[src/rtl/risc_pkg.sv]
// Shared constants, opcode classes and register reset values for the 8-bit RISC core.
package risc_pkg;

    localparam int DATA_W = 8;
    localparam int REG_N  = 4;
    localparam int IDX_W  = 2;
    localparam int CNT_W  = 16;

    localparam logic [3:0] OP_NOP  = 4'h0;
    localparam logic [3:0] OP_HALT = 4'hF;

    // Element [i] is the reset value of register Ri.
    localparam logic [REG_N-1:0][DATA_W-1:0] REG_RESET_VALS = {8'd20, 8'd15, 8'd10, 8'd5};

    function automatic logic is_writing(input logic [3:0] opcode);
        return (opcode != OP_NOP) && (opcode != OP_HALT);
    endfunction

endpackage

[src/rtl/risc_regfile.sv]
// Architectural register file: one synchronous write port and two combinational read ports.
module risc_regfile
    import risc_pkg::*;
(
    input  logic              clk,
    input  logic              reset,
    input  logic              we,
    input  logic [IDX_W-1:0]  waddr,
    input  logic [DATA_W-1:0] wdata,
    input  logic [IDX_W-1:0]  raddr_a,
    input  logic [IDX_W-1:0]  raddr_b,
    output logic [DATA_W-1:0] rdata_a,
    output logic [DATA_W-1:0] rdata_b
);

    logic [DATA_W-1:0] regs [REG_N];

    always_ff @(posedge clk) begin
        if (reset) begin
            for (int i = 0; i < REG_N; i++) begin
                regs[i] <= REG_RESET_VALS[i];
            end
        end else if (we) begin
            regs[waddr] <= wdata;
        end
    end

    assign rdata_a = regs[raddr_a];
    assign rdata_b = regs[raddr_b];

endmodule

[src/rtl/risc_writeback_stage.sv]
// EX/WB pipeline register, commit to the register file, flags, sticky halt and retire counter.
// Optional WB-to-read bypass is enabled by defining RISC_WB_FORWARD_EN.
module risc_writeback_stage
    import risc_pkg::*;
(
    input  logic              clk,
    input  logic              reset,
    input  logic              ex_valid,
    input  logic [3:0]        ex_opcode,
    input  logic [IDX_W-1:0]  ex_dest,
    input  logic [DATA_W-1:0] ex_result,
    input  logic              ex_carry,
    input  logic [IDX_W-1:0]  rd_addr_a,
    input  logic [IDX_W-1:0]  rd_addr_b,
    output logic [DATA_W-1:0] rd_data_a,
    output logic [DATA_W-1:0] rd_data_b,
    output logic              wb_valid,
    output logic [IDX_W-1:0]  wb_dest,
    output logic [DATA_W-1:0] wb_data,
    output logic              flag_zero,
    output logic              flag_carry,
    output logic              halted,
    output logic [CNT_W-1:0]  retired_count
);

    // Handshake: ex_valid alone qualifies a transfer; there is no ready, the stage accepts
    // one instruction every cycle unless halted.
    logic [3:0]        wb_opcode;
    logic              wb_carry;
    logic              commit_write;
    logic              commit_halt;
    logic              capture;
    logic [DATA_W-1:0] rf_data_a;
    logic [DATA_W-1:0] rf_data_b;

    assign commit_write = wb_valid && is_writing(wb_opcode);
    assign commit_halt  = wb_valid && (wb_opcode == OP_HALT);
    // Anything arriving while HALT commits is younger than HALT, so it is dropped too.
    assign capture      = ex_valid && !halted && !commit_halt;

    risc_regfile u_regfile (
        .clk     (clk),
        .reset   (reset),
        .we      (commit_write),
        .waddr   (wb_dest),
        .wdata   (wb_data),
        .raddr_a (rd_addr_a),
        .raddr_b (rd_addr_b),
        .rdata_a (rf_data_a),
        .rdata_b (rf_data_b)
    );

    always_ff @(posedge clk) begin
        if (reset) begin
            wb_valid      <= 1'b0;
            wb_opcode     <= OP_NOP;
            wb_dest       <= '0;
            wb_data       <= '0;
            wb_carry      <= 1'b0;
            flag_zero     <= 1'b0;
            flag_carry    <= 1'b0;
            halted        <= 1'b0;
            retired_count <= '0;
        end else begin
            wb_valid <= capture;
            if (capture) begin
                wb_opcode <= ex_opcode;
                wb_dest   <= ex_dest;
                wb_data   <= ex_result;
                wb_carry  <= ex_carry;
            end
            if (wb_valid) begin
                retired_count <= retired_count + 1'b1;
            end
            if (commit_write) begin
                flag_zero  <= (wb_data == '0);
                flag_carry <= wb_carry;
            end
            if (commit_halt) begin
                halted <= 1'b1;
            end
        end
    end

    always_comb begin
        rd_data_a = rf_data_a;
        rd_data_b = rf_data_b;
`ifdef RISC_WB_FORWARD_EN
        if (commit_write && (wb_dest == rd_addr_a)) rd_data_a = wb_data;
        if (commit_write && (wb_dest == rd_addr_b)) rd_data_b = wb_data;
`endif
    end

endmodule

[config.mk]
export PLATFORM = sky130hd
export DESIGN_NAME = risc_writeback_stage
export DESIGN_NICKNAME = d
export VERILOG_FILES = /design/src/rtl/risc_pkg.sv /design/src/rtl/risc_regfile.sv /design/src/rtl/risc_writeback_stage.sv
export SDC_FILE = /design/constraint.sdc
export NUM_CORES = 1
export LEC_CHECK = 0
export CORE_MARGIN = 2
export CORE_UTILIZATION = 38
export CTS_BUF_LIST = sky130_fd_sc_hd__clkbuf_4 sky130_fd_sc_hd__clkbuf_8
export DETAILED_ROUTE_END_ITERATION = 16
export GPL_ROUTABILITY_DRIVEN = 0
export PLACE_DENSITY = 0.7
export SYNTH_ARGS = -nofsm -noshare
export SYNTH_HDL_FRONTEND = slang
export SYNTH_SLANG_ARGS = --single-unit
[constraint.sdc]
create_clock -name clk -period 3 [get_ports clk]
set_input_delay 0.75 -clock clk [delete_from_list [all_inputs] [get_ports clk]]
set_output_delay 0.75 -clock clk [all_outputs]
set_load 0.01 [all_outputs]
# [Word level (Yosys, flattened, before mapping)]
# Memory sizes are Yosys's and may differ from the RTL's.
# Index checks and enable logic that the tools add are counted.
[word_totals] ff_bits=35 mem_bits_rw=32 memories=1 input_bits=22 out_inout_bits=46 wordCells=31
[classes] reduce_logical=10 n_addsub=1 n_mux=8 eq_ne=2
[memory_table] memory="u_regfile.regs" words=4 word_bits=8 rd=2 rd_ports_with_merged_regs=0 write_ports=4 line="risc_regfile.sv:16" source="logic [DATA_W-1:0] regs [REG_N];"
[op_table] cell="adder 16 x 1 -> 16 bit (second input constant)" count=1
[op_table] cell="logical NOT 8 bit" count=1
[op_table] cell="two-way mux 8 bit" count=1
[op_table] cell="OR reduction 8 bit" count=1
[op_table] cell="two-way mux 1 bit" count=6
[op_table] cell="logical AND 1 bit" count=5
[op_table] cell="equality test 4 bit (second input constant)" count=1
[op_table] cell="inequality test 4 bit (second input constant)" count=1
[op_table] cell="nonzero test 4 bit" count=1
[op_table] cell="logical NOT 1 bit" count=2
[op_table] cell="two-way mux 2 bit" count=1

# [Longest topological paths before layout]
# Gate-level depths: netlist of run 1.
[logic_depth] depth_word=8 ltp_mapped=5 mapped_depth_nobuf=5

# [By module]
# From an unflattened synthesis of run 1, not the netlist that was laid out.
[unflattened] cells_unflattened=241 hier_area_um2=3150.5
[by_module_without_submodules] mod="risc_regfile" area_per_inst_um2=1674.1 cells_per_inst=95 instances=1
[by_module_without_submodules] mod="risc_writeback_stage" area_per_inst_um2=1476.4 cells_per_inst=146 instances=1

# [Worst setup path after synthesis of run 1]
# No wires, ideal clock.
[synth_timing] path_type="input port to output port" startpoint="in rd_addr_a[0]" endpoint="out rd_data_a[0]" arrival_time_ns=1.538 t_required_ns=2.250 n_path_buf=1 setup_slack_ns=0.712 stages=2 path_cell_list="buf_2 mux4_2"
[synth_between] elab_chain_len=1
[synth_rtl] element="from (decl)" line="risc_writeback_stage.sv:13" source="input logic [IDX_W-1:0] rd_addr_a,"
[synth_rtl] element="memory read (4 x 8 bit)"
[synth_rtl] element="to (decl)" line="risc_writeback_stage.sv:15" source="output logic [DATA_W-1:0] rd_data_a,"
# No other way between the ends.

# [Worst setup path in the final report of run 1]
[layout_timing] startpoint="in rd_addr_a[0]" endpoint="out rd_data_a[4]"
# Same word-level chain as after synthesis.

==> impl_metrics.json, run 1 <==
{
  "io_buffer_count": 67,
  "wl_met3_um": 429,
  "ys_seq_elements": 67,
  "critPathRequiredTime_ps": 2250,
  "cts_root_buffer": "clkbuf_8",
  "diodes": 0,
  "initialDrtViolationCount": 59,
  "antenna_found_initial": 0,
  "yosysTopAreaCellShare": 0.311,
  "synth_nets": 264,
  "row_count": 32,
  "slew_headroom": 0.693,
  "rsz0062_at_grt": "no",
  "grt_pass1_vias": 2095,
  "clk_pin_slew_ps": 80,
  "clock-skew-final_ps": 7.15,
  "initial_utilization": 0.396,
  "area_delta_synth_final_pct": 34.3,
  "drc": 0,
  "path_cells": "clkdlybuf4s50_1, buf_12, mux4_2, dlygate4sd2_1",
  "vias": 2133,
  "maxCapViolCount": 0,
  "grt_max_degree": 40,
  "multiInputGateArea_um2": 1370,
  "power_mw": 2.00,
  "nets": 343,
  "synth_area_leader_cell": "edfxtp_1",
  "dieArea_um2": 8880,
  "hold_path.class": "register to register",
  "drtAntennaViolNets": 0,
  "drive_gt1_frac": 0.197,
  "ys_seq_area_frac": 0.537,
  "cts_buffer_depth": 2,
  "setup_viol": 0,
  "cts_made_buffers": 9,
  "drt-total-wl_um": 6400,
  "synth_area_leaders": "edfxtp_1 (31%), dfxtp_1 (23%), mux4_2 (12%)",
  "yosysWarnings": 0,
  "worstSetupPathType": "input pin to output port",
  "tns_ps": 0,
  "fin_hold_ws_ps": 486,
  "cts.sinks": 67,
  "ir_worst_vdd_uv": 324,
  "ys_types": 42,
  "cp_max_fo": 8,
  "wl_per_cell_um": 15.0,
  "clock.fmax_mhz": 341,
  "cts_tree": "done",
  "p_per_area_nw_per_um2": 481,
  "final-max-slew-violation-count": 0,
  "clock_latency_ps": 350,
  "met1Wirelength_um": 2880,
  "tightest_slew_ps": 459,
  "syn_area_um2": 3090,
  "dr.pass1.iters": 4,
  "dp_hpwl_um": 4620,
  "cts_setup_buffers": 0,
  "synth.avg_cell_area_um2": 12.8,
  "wl_met2_um": 3050,
  "chipWidth_um": 94.2,
  "slowest_delay_ps": 500,
  "htree_levels": 3,
  "cellLeakagePower_nw": 1.50,
  "cp_slowest_cell": "clkdlybuf4s50_1",
  "grt_overflow": 0,
  "seqCellArea_um2": 1660,
  "synth_cells": 241,
  "grt_pass1_wl_um": 10600,
  "core_region_area_um2": 7810,
  "crit_path_end_kind": "output port",
  "status": "finished clean",
  "nFillCells": 686,
  "drt-vias-per-instance": 5.00,
  "hold_violations": 0,
  "highest_layer": "met4",
  "crit_arrival_ps": 2180,
  "fin_crit_sh": 0.978,
  "grt.total_usage": 0.157,
  "final.min_clock_period_ps": 2930,
  "critPathLaunchType": "input pin",
  "die_h_um": 94.2,
  "io_pins": 68
}
==> layout make-up <==
cell class / instances / area share
flip-flops and latches: 67 / 0.400
multi-input cells: 162 / 0.330
repair buffers: 78 / 0.190
well taps: 102 / 0.0307
clock buffers: 9 / 0.0298
clock inverters: 7 / 0.0184
inverters: 2 / 0.00181
==> registers in the layout, indices dropped and copies added, names as in the netlist <==
| register | count |
|---|---|
| u_regfile.regs | 32 |
| flag_carry | 1 |
| wb_dest | 2 |
| wb_data | 8 |
| halted | 1 |
| retired_count | 16 |
| wb_opcode | 4 |
| flag_zero | 1 |
| wb_carry | 1 |
| wb_valid | 1 |
==> cell usage in the layout (no fill, tap or decap), types with 2 or more instances in the layout <==
master | Yosys | final
nor3_1 | 5 | 5
xnor2_1 | 9 | 9
a21oi_1 | 3 | 3
buf_4 | 0 | 7
clkdlybuf4s15_1 | 0 | 3
clkdlybuf4s50_1 | 0 | 50
or2_1 | 3 | 3
mux2i_1 | 16 | 16
edfxtp_1 | 32 | 32
dlygate4sd2_1 | 0 | 13
xor2_1 | 4 | 4
or2_2 | 2 | 2
mux4_2 | 16 | 16
and2_1 | 16 | 16
nand2b_1 | 2 | 2
clkinvlp_4 | 0 | 2
nor3b_2 | 2 | 2
dfxtp_1 | 35 | 35
buf_12 | 0 | 4
inv_6 | 0 | 2
nand4_1 | 3 | 3
o21ai_0 | 2 | 2
nor2_1 | 35 | 35
nor2b_1 | 2 | 2
nand2_1 | 7 | 7
and2_2 | 6 | 6
clkbuf_8 | 0 | 9
or2b_1 | 7 | 7
nand3_1 | 4 | 4
inv_1 | 2 | 2
nor4_2 | 3 | 3
==> stage by stage <==
stage                     setup WS [ps]  instance area [um^2]  utilization  instances
after floorplan                     712                  3090            -        241
after global placement             -154                  3970        0.508        411
after detailed placement           -174                  3970        0.508        411
after CTS                          29.6                  4150        0.532        427
after global routing               9.92                  4160        0.532        427
final                              66.4                  4160        0.532        427
==> synth_stat cells (all sizes together) <==
cell     n
dfxtp   35
clkbuf   3
nor4     4
nor2    35
mux2     1
and4     1
nand2b   2
nand4    5
a21oi    4
edfxtp  32
nor3b    2
and2    22
a22o     1
mux2i   16
or2      5
nand4b   1
xnor2    9
nand2    7
and3     1
nand3    5
or3      1
nor2b    2
nor3     6
or4      1
a31oi    1
inv      2
buf      7
o21ai    2
mux4    16
or2b     7
ha       1
xor2     4
==> cell families (layout without fill, tap and decap cells) <==
kind of cell / Yosys count / count (layout) / synth area share
compound gates: 8 / 8 / 0.0182
simple gates: 107 / 107 / 0.212
buf+inv: 12 / 96 / 0.0202
fa+ha+maj: 1 / 1 / 0.00404
mux: 33 / 33 / 0.172
flops: 67 / 67 / 0.537
xor+xnor: 13 / 13 / 0.0368
==> layer usage <==
| layer | vias to the layer above | track usage |
|---|---|---|
| li1 | 1028 | - |
| met1 | 1033 | 0.196 |
| met2 | 64 | 0.254 |
| met3 | 8 | 0.0642 |
| met4 | 0 | 0.0362 |
| met5 | - | 0 |
==> worst paths after layout <==
check               startpoint              endpoint  slack, ps  cells past startpoint
setup / recovery  rd_addr_a[0]          rd_data_a[4]         70                      4
hold / removal        wb_carry            flag_carry        490                      1
hold reg to reg       wb_carry            flag_carry        490                      1
setup reg to reg  wb_opcode[3]  u_regfile.regs[1][7]       1210                      4
==> critical path: cells and delay by family <==
family	cells	cell delay, ps
muxes	1	480
buffers and inverters	3	950
==> repair_timing <==
action | CTS | global route
hold buffers | 0 | 0
endpoints found under the hold margin | 0 | 0
gates resized for setup | 16 | 4
endpoints found under the setup margin | 16 | 5
==> where the power goes <==
part / switching [mW] / internal (mW)
sequential: 0.0291 / 0.989
clock: 0.366 / 0.389
combinational: 0.0950 / 0.131
total: 0.490 / 1.51
No activity file was read; power rests on OpenSTA's default activity.
==> inputs of run 2 (changes only) <==
--- a/config.mk
+++ b/config.mk
@@ -5,12 +5,14 @@
 export SDC_FILE = /design/constraint.sdc
 export NUM_CORES = 1
 export LEC_CHECK = 0
+export CELL_PAD_IN_SITES_DETAIL_PLACEMENT = 0
+export CELL_PAD_IN_SITES_GLOBAL_PLACEMENT = 1
 export CORE_MARGIN = 2
 export CORE_UTILIZATION = 38
 export CTS_BUF_LIST = sky130_fd_sc_hd__clkbuf_4 sky130_fd_sc_hd__clkbuf_8
 export DETAILED_ROUTE_END_ITERATION = 16
 export GPL_ROUTABILITY_DRIVEN = 0
-export PLACE_DENSITY = 0.7
+export PLACE_DENSITY = 0.83
 export SYNTH_ARGS = -nofsm -noshare
 export SYNTH_HDL_FRONTEND = slang
 export SYNTH_SLANG_ARGS = --single-unit
==> run 2 against run 1 <==
  * Fmax is 0.90% lower
  * Total power shrank 5.9%
  * Routed wire length fell by 3.0%
  * Sequential cell count stayed put
  * Register-to-register slack got worse by 50 ps
  * Non-clock buffer count shrank 2
  * Sequential power hardly changed
  * First-iteration DRC count up 12%
  * Final area decreased by 1.3%
  * Cell count fell by 0.47%
  * Via count decreased by 3.7%
  * Largest power group unchanged
==> impl_metrics.json, run 2 (synthesis gave the netlist of run 1 again) <==
{
  "busiest_layer": "met2",
  "clock_latency_ps": 350,
  "reg_top3": "u_regfile.regs (32), retired_count (16), wb_data (8)",
  "clock.fmax_mhz": 338,
  "crit_path_end_kind": "output port",
  "grt_util_met1": 0.196,
  "worstSetupPathType": "input pin to output port",
  "multiInputGateArea_um2": 1370,
  "cts_setup_buffers": 0,
  "drtAntennaViolNets": 0,
  "final.min_clock_period_ps": 2960,
  "initialDrtViolationCount": 66,
  "cts_tree": "done",
  "p_per_area_nw_per_um2": 458,
  "dieArea_um2": 8880,
  "cts_made_buffers": 9,
  "stdcell_count": 425,
  "final-max-slew-violation-count": 0,
  "cts_buffer_depth": 2,
  "clk_pin_slew_ps": 60,
  "hold_path.class": "register to register",
  "io_buffer_count": 67,
  "fin_crit_sh": 0.987,
  "cts.sinks": 67,
  "grt_max_degree": 40,
  "layout_common_cells": "clkdlybuf4s50_1 (50), nor2_1 (35), dfxtp_1 (35), edfxtp_1 (32)",
  "drc": 0,
  "drt-vias-per-instance": 4.83,
  "maxCapViolCount": 0,
  "htree_levels": 3,
  "final_area_um2": 4100,
  "row_count": 32,
  "tightest_slew_ps": 696,
  "io_pins": 68,
  "antenna_found_initial": 0,
  "placed_area_um2": 3960,
  "ir_worst_vdd_uv": 214,
  "critPathRequiredTime_ps": 2250,
  "status": "finished clean",
  "diodes": 0,
  "cellLeakagePower_nw": 1.48,
  "final_common_cell": "clkdlybuf4s50_1",
  "cp_max_fo": 8,
  "largest_register": "u_regfile.regs",
  "die_h_um": 94.2,
  "largest_reg_flops": 32,
  "crit_arrival_ps": 2210,
  "dr.pass1.iters": 4,
  "rsz0062_at_grt": "no",
  "seqCellArea_um2": 1660,
  "drive_gt1_frac": 0.189,
  "fin_hold_ws_ps": 478,
  "nFillCells": 716,
  "grt_overflow": 0,
  "nets": 341,
  "vias": 2054,
  "wl_per_cell_um": 14.6,
  "grt_pass1_wl_um": 10500,
  "dp_cells": 409,
  "setup_viol": 0,
  "clock-skew-final_ps": 13.7,
  "dp_hpwl_um": 4560,
  "drt-total-wl_um": 6200,
  "grt_util_met2": 0.248,
  "grt.total_usage": 0.155,
  "grt.met3_usage": 0.0409,
  "cts_root_buffer": "clkbuf_8",
  "core_region_area_um2": 7810,
  "slew_headroom": 0.535,
  "chipWidth_um": 94.2,
  "hold_violations": 0,
  "initial_utilization": 0.396,
  "area_delta_synth_final_pct": 32.6,
  "critPathLaunchType": "input pin",
  "grt_pass1_vias": 2039
}
## run 2: changes by cell type in the layout (fill, tap and decap cells not counted), moves of 2 or more
cell,previous run,this run
inv_6,2,0
dlygate4sd2_1,13,15
clkinv_2,1,3
clkdlybuf4s15_1,3,1
buf_4,7,5
## run 2: repair_timing
action / in CTS / in global routing
gates resized for setup: 16 / 2
hold buffers: 0 / 0
pin swaps: 0 / 0
endpoints found under the hold margin: 0 / 0
endpoints found under the setup margin: 16 / 3
## run 2: layer usage
| layer | vias to the layer above | routed length, um |
|---|---|---|
| met2 | 60 | 2930 |
| li1 | 1022 | - |
| met5 | - | 0 |
| met1 | 960 | 2770 |
| met4 | 0 | 117 |
| met3 | 12 | 379 |
## run 2: final timing paths
check | startpoint | to | slack, ps | cells past startpoint
worst max-delay path | rd_addr_a[0] | rd_data_a[1] | 40 | 4
worst min-delay path | flag_zero | flag_zero | 480 | 2
worst max register to register | wb_valid | u_regfile.regs[1][6] | 1160 | 3
worst min register to register | flag_zero | flag_zero | 480 | 2
## run 2: cell type report
class / instances / area share
Timing Repair Buffer: 76 / 0.188
Multi-Input combinational cell: 162 / 0.334
Clock buffer: 10 / 0.0320
Sequential cell: 67 / 0.405
Clock inverter: 6 / 0.00823
Inverter: 2 / 0.00183
Tap cell: 102 / 0.0311
## run 2: critical path, stage by stage
cell	delay [ps]
clkdlybuf4s50_1	510
buf_12	150
mux4_2	500
dlygate4sd2_1	300
## run 2: report_power, final
part	internal (mW)	switching (mW)	total (mW)
clock	0.301	0.338	0.640
combinational	0.129	0.0899	0.219
sequential	0.990	0.0332	1.02
total	1.42	0.461	1.88
## run 2: metrics by stage
step                setup WS (ps)  setup TNS, ps  utilization  power (mW)
floorplan                     712              0            -        1.15
global placement             -161          -2340        0.507        1.28
detailed placement           -176          -2340        0.507        1.28
CTS                          27.7              0        0.525        1.90
global route                 6.44              0        0.526        1.96
finish                       39.9              0        0.526        1.88
==> inputs of run 3 (changes only) <==
--- a/config.mk
+++ b/config.mk
@@ -10,6 +10,7 @@
 export CORE_MARGIN = 2
 export CORE_UTILIZATION = 38
 export CTS_BUF_LIST = sky130_fd_sc_hd__clkbuf_4 sky130_fd_sc_hd__clkbuf_8
+export CTS_CLUSTER_SIZE = 28
 export DETAILED_ROUTE_END_ITERATION = 16
 export GPL_ROUTABILITY_DRIVEN = 0
 export PLACE_DENSITY = 0.83
==> results of run 3 <==
Same layout as run 2: the final DEF is identical, and so are final timing and power.
==> RTL change 1, RTL diff (flow settings as in run 2) <==
The package constant `REG_N` goes from 4 to 8.
--- a/src/rtl/risc_pkg.sv
+++ b/src/rtl/risc_pkg.sv
@@ -4,3 +4,3 @@
     localparam int DATA_W = 8;
-    localparam int REG_N  = 4;
+    localparam int REG_N  = 8;
     localparam int IDX_W  = 2;
Function: no difference found for any inputs over 4 cycles, from zero or initial values and one cycle with reset high; that may be too few to reach the edited logic, so the function may still have changed.
==> RTL change 1 against run 2 <==
- synthesized cell count up 1.7%
- die area rose by 0.63%
- power rose by 8.6%
- highest routed layer unchanged
- area after synthesis is 0.65% higher
- via count up 2.3%
- design area increased by 2.3%
- setup slack improved by 0.0097 ns
- wire length grew 1.6%
- first-iteration DRC count shrank 21%
- sequential cell count unchanged
- maximum frequency up 0.33%
- cell count grew 2.1%
- critical path type unchanged
==> RTL change 1: results (changes against run 2) <==
stage,metric,value,unit,change
yosys,synth top area cells,"edfxtp_1 (31%), dfxtp_1 (22%), mux4_2 (12%)",,
place,post-DP HPWL,4720,um,+3.3%
global_route,number of global-route vias before repair,2221,,+8.9%
detailed_routing,WL/cell,14.5,um,-0.53%
pwr,Int Pwr,0.00160,W,+12%
yosys,XOR/XNOR Fraction of Synth Area,0.0281,,-0.00867
status,status,completed,,
yosys,Compound-Gate Fraction of Synth Area,0.0137,,-0.00454
global_route,Total GRT Usage,0.157,,+0.00191
global_route,global-route wire length before repair,10600,um,+1.2%
yosys,multiplexer share of the synthesized area,0.181,,+0.00934
yosys,top post-synthesis cells by count,"dfxtp_1 (35), edfxtp_1 (32), nor2_1 (32)",,
finish,layout cell share with drive strength beyond 1,0.185,,-0.00344
place,placed cell area,4000,sq um,+1.1%
detailed_routing,Via density,4.84,,+0.21%
yosys,Syn Inst Count,245,,+1.7%
pwr,P_leak,1.54,nW,+4.7%
finish,Non-Filler Instances,434,,+2.1%
global_route,largest net degree at the start of global routing,28,,-30%
finish,Post-layout nets,347,,+1.8%
clocking,latest clock arrival within the worst-skew pair,0.33,ns,-0.02 ns
finish,fill count,757,,+5.7%
sta,Fin Clk Skew,0.00690,ns,-0.00679 ns
place,dpl cells,418,,+2.2%
detailed_routing,DR iter-0 viols,52,,-21%
sta,Slew headroom,0.610,,+0.0750
yosys,sequential share of the synthesized area,0.534,,-0.00345
yosys,post-synth cell types,39,,-7.1%
clocking,"Setup Fix Bufs, Post-CTS",0,,unchanged
==> RTL change 1: final timing paths <==
kind	start	slack [ns]	end	cells past startpoint
setup / recovery	rd_addr_a[0]	0.05	rd_data_a[1]	4
setup reg to reg	wb_opcode[3]	1.04	u_regfile.regs[1][3]	5
hold reg to reg	flag_zero	0.46	flag_zero	2
hold / removal	flag_zero	0.46	flag_zero	2
==> RTL change 1: worst max-delay path, cell delays in order <==
cell	delay, ns
clkdlybuf4s50_1	0.51
buf_12	0.15
mux4_2	0.49
dlygate4sd2_1	0.30
==> RTL change 1: per-layer routing <==
layer  vias to the layer above  global-route usage  wire, um
met2                        62               0.272      3140
li1                       1050                   -         -
met5                         -                   0         0
met4                         0              0.0725       101
met1                       980               0.184      2690
met3                        10              0.0359       369
==> RTL change 1: cell type report <==
cell class              instances  area [sq um]  share of cell area
flip-flops and latches         67          1660               0.396
multi-input cells             166          1400               0.332
repair buffers                 79           788               0.188
clock buffers                  11           139              0.0331
well taps                     105           131              0.0313
clock inverters                 5          77.6              0.0185
inverters                       1          3.75            0.000894
==> RTL change 1: power by group through the flow <==
stage / Combinational (W) / Clock (W) / Sequential (W)
2_1_floorplan: 0.000116 / 0 / 0.00103
3_3_place_gp: 0.000232 / 0 / 0.00103
3_5_place_dp: 0.000236 / 0 / 0.00103
4_1_cts: 0.000223 / 0.000831 / 0.00101
5_1_grt: 0.000238 / 0.000879 / 0.00102
6_report: 0.000219 / 0.000812 / 0.00101
==> RTL change 1: through the flow <==
stage	util	setup WS [ns]	total power (W)
final	0.519	0.0495	0.00204
after global routing	0.519	0.0196	0.00213
after CTS	0.518	0.0378	0.00207
after detailed placement	0.494	-0.154	0.00127
after global placement	0.494	-0.136	0.00126
after floorplan	-	0.712	0.00115
==> RTL change 2, RTL diff (config.mk and constraints of run 2) <==
Without the edit above. Register the input `ex_result` before use, with the module's reset. The logic sees it one clock later. The other inputs are not delayed to match.
--- a/src/rtl/risc_writeback_stage.sv
+++ b/src/rtl/risc_writeback_stage.sv
@@ -24,2 +24,12 @@
 );
+
+    logic [DATA_W-1:0] ex_result_q;
+
+    always_ff @(posedge clk) begin
+        if (reset) begin
+            ex_result_q <= '0;
+        end else begin
+            ex_result_q <= ex_result;
+        end
+    end
 
@@ -68,3 +78,3 @@
                 wb_dest   <= ex_dest;
-                wb_data   <= ex_result;
+                wb_data   <= ex_result_q;
                 wb_carry  <= ex_carry;
Function: changed (a bounded check fails within 4 cycles, from zero or initial values and one cycle with reset high).
==> RTL change 2 against run 2 <==
- first-iteration DRC count fell by 1.5%
- critical path depth did not move
- critical endpoint is now rd_data_b[6]
- power rose by 13%
- non-clock buffer count did not move
- setup slack improved by 0.0066 ns
- design area rose by 6.6%
- wire length rose by 7.6%
- sequential cell count rose by 8
- highest routed layer unchanged
- register-to-register slack improved by 0.03 ns
- via count rose by 8.1%
- area after synthesis rose by 7.8%
- largest power group unchanged
- clock skew fell by 0.0045 ns
- largest cell class unchanged
- die area rose by 7.5%
==> RTL change 2: results (changes against run 2) <==
stage,metric,value,unit,change
status,status,completed,,
yosys,synth top area cells,"edfxtp_1 (29%), dfxtp_1 (26%), mux4_2 (11%)",,
finish,registers with the most flip-flops,"u_regfile.regs (32), retired_count (16)",,
pwr,peak supply drop,190,uV,-11%
yosys,sequential share of the synthesized area,0.546,,+0.00893
place,pre-CTS setup slack,-0.158,ns,+0.0180 ns
sta,Fin Clk Skew,0.00914,ns,-0.00455 ns
pwr,P_leak,1.60,nW,+8.2%
finish,fill count,757,,+5.7%
critical_path,reg2reg setup slack,1.19,ns,+0.03 ns
critical_path,worst setup path startpoint,rd_addr_b[0],,
detailed_routing,DR iter-0 viols,65,,-1.5%
clocking,"Reg clk slew, reported paths",0.08,ns,+0.02 ns
yosys,top post-synthesis cells by count,"dfxtp_1 (43), edfxtp_1 (32), nor2_1 (32)",,
sta,hold_ws,0.460,ns,-0.0181 ns
global_route,largest net degree at the start of global routing,34,,-15%
global_route,met1 Use GR,0.189,,-0.00695
place,dpl cells,432,,+5.6%
min_path,HP Start,ex_result_q[2],,
detailed_routing,Vias,2220,,+8.1%
yosys,Syn Inst Count,260,,+7.9%
detailed_routing,Via density,4.96,,+2.5%
pwr,Int Pwr,0.00163,W,+15%
global_route,GR Layer Usage met2,0.231,,-0.0163
finish,Post-layout nets,358,,+5.0%
global_route,global-route wire length before repair,11200,um,+6.5%
-- RTL change 2: changes by cell type in the layout (fill, tap and decap cells not counted), sizes merged, moves of 2 or more --
cell	delta
dfxtp	+8
inv	+3
nand2b	+8
nand3b	+2
nor2	-3
nor2b	+7
nor3	-4
nor4	+4
o21ai	+2
o31ai	+2
or2	-5
or2b	-7
or3	+3
-- RTL change 2: power groups by stage --
stage	clock, W	combinational [W]	sequential (W)
after floorplan	0	0.000122	0.00114
after global placement	0	0.000231	0.00115
after detailed placement	0	0.000236	0.00115
after CTS	0.000798	0.000223	0.00113
after global routing	0.000846	0.000236	0.00113
final	0.000776	0.000219	0.00113
-- RTL change 2: logic make-up after synthesis --
| family | count (synthesis) | synth area share |
|---|---|---|
| XOR/XNOR | 12 | 0.0315 |
| buffers and inverters | 17 | 0.0255 |
| AO/OA/AOI/OAI | 11 | 0.0214 |
| flip-flops | 75 | 0.546 |
| multiplexers | 34 | 0.163 |
| adder cells (fa/ha/maj) | 1 | 0.00375 |
| AND/OR/NAND/NOR | 110 | 0.208 |
-- RTL change 2: routing by layer --
metal,routed length [um],up-vias
met5,0,-
met1,3030,1066
met3,384,12
met4,112,0
met2,3150,63
li1,-,1079
-- RTL change 2: final cells by class --
type                    instances  area, sq um  share of cell area
clock buffers                  10          138              0.0315
clock inverters                 6         65.1              0.0149
inverters                       5         18.8             0.00429
multi-input cells             168         1430               0.327
flip-flops and latches         75         1820               0.416
well taps                     108          135              0.0309
repair buffers                 76          766               0.175
-- RTL change 2: repair_timing --
action / 4_1_cts / 5_1_grt
resized for setup: 16 / 2
hold buffers: 0 / 0
setup endpoints to repair: 16 / 2
-- RTL change 2: worst max-delay path: stages --
cell and delay (ns):
clkdlybuf4s50_1 0.51, buf_12 0.15, mux4_2 0.49, dlygate4sd2_1 0.29
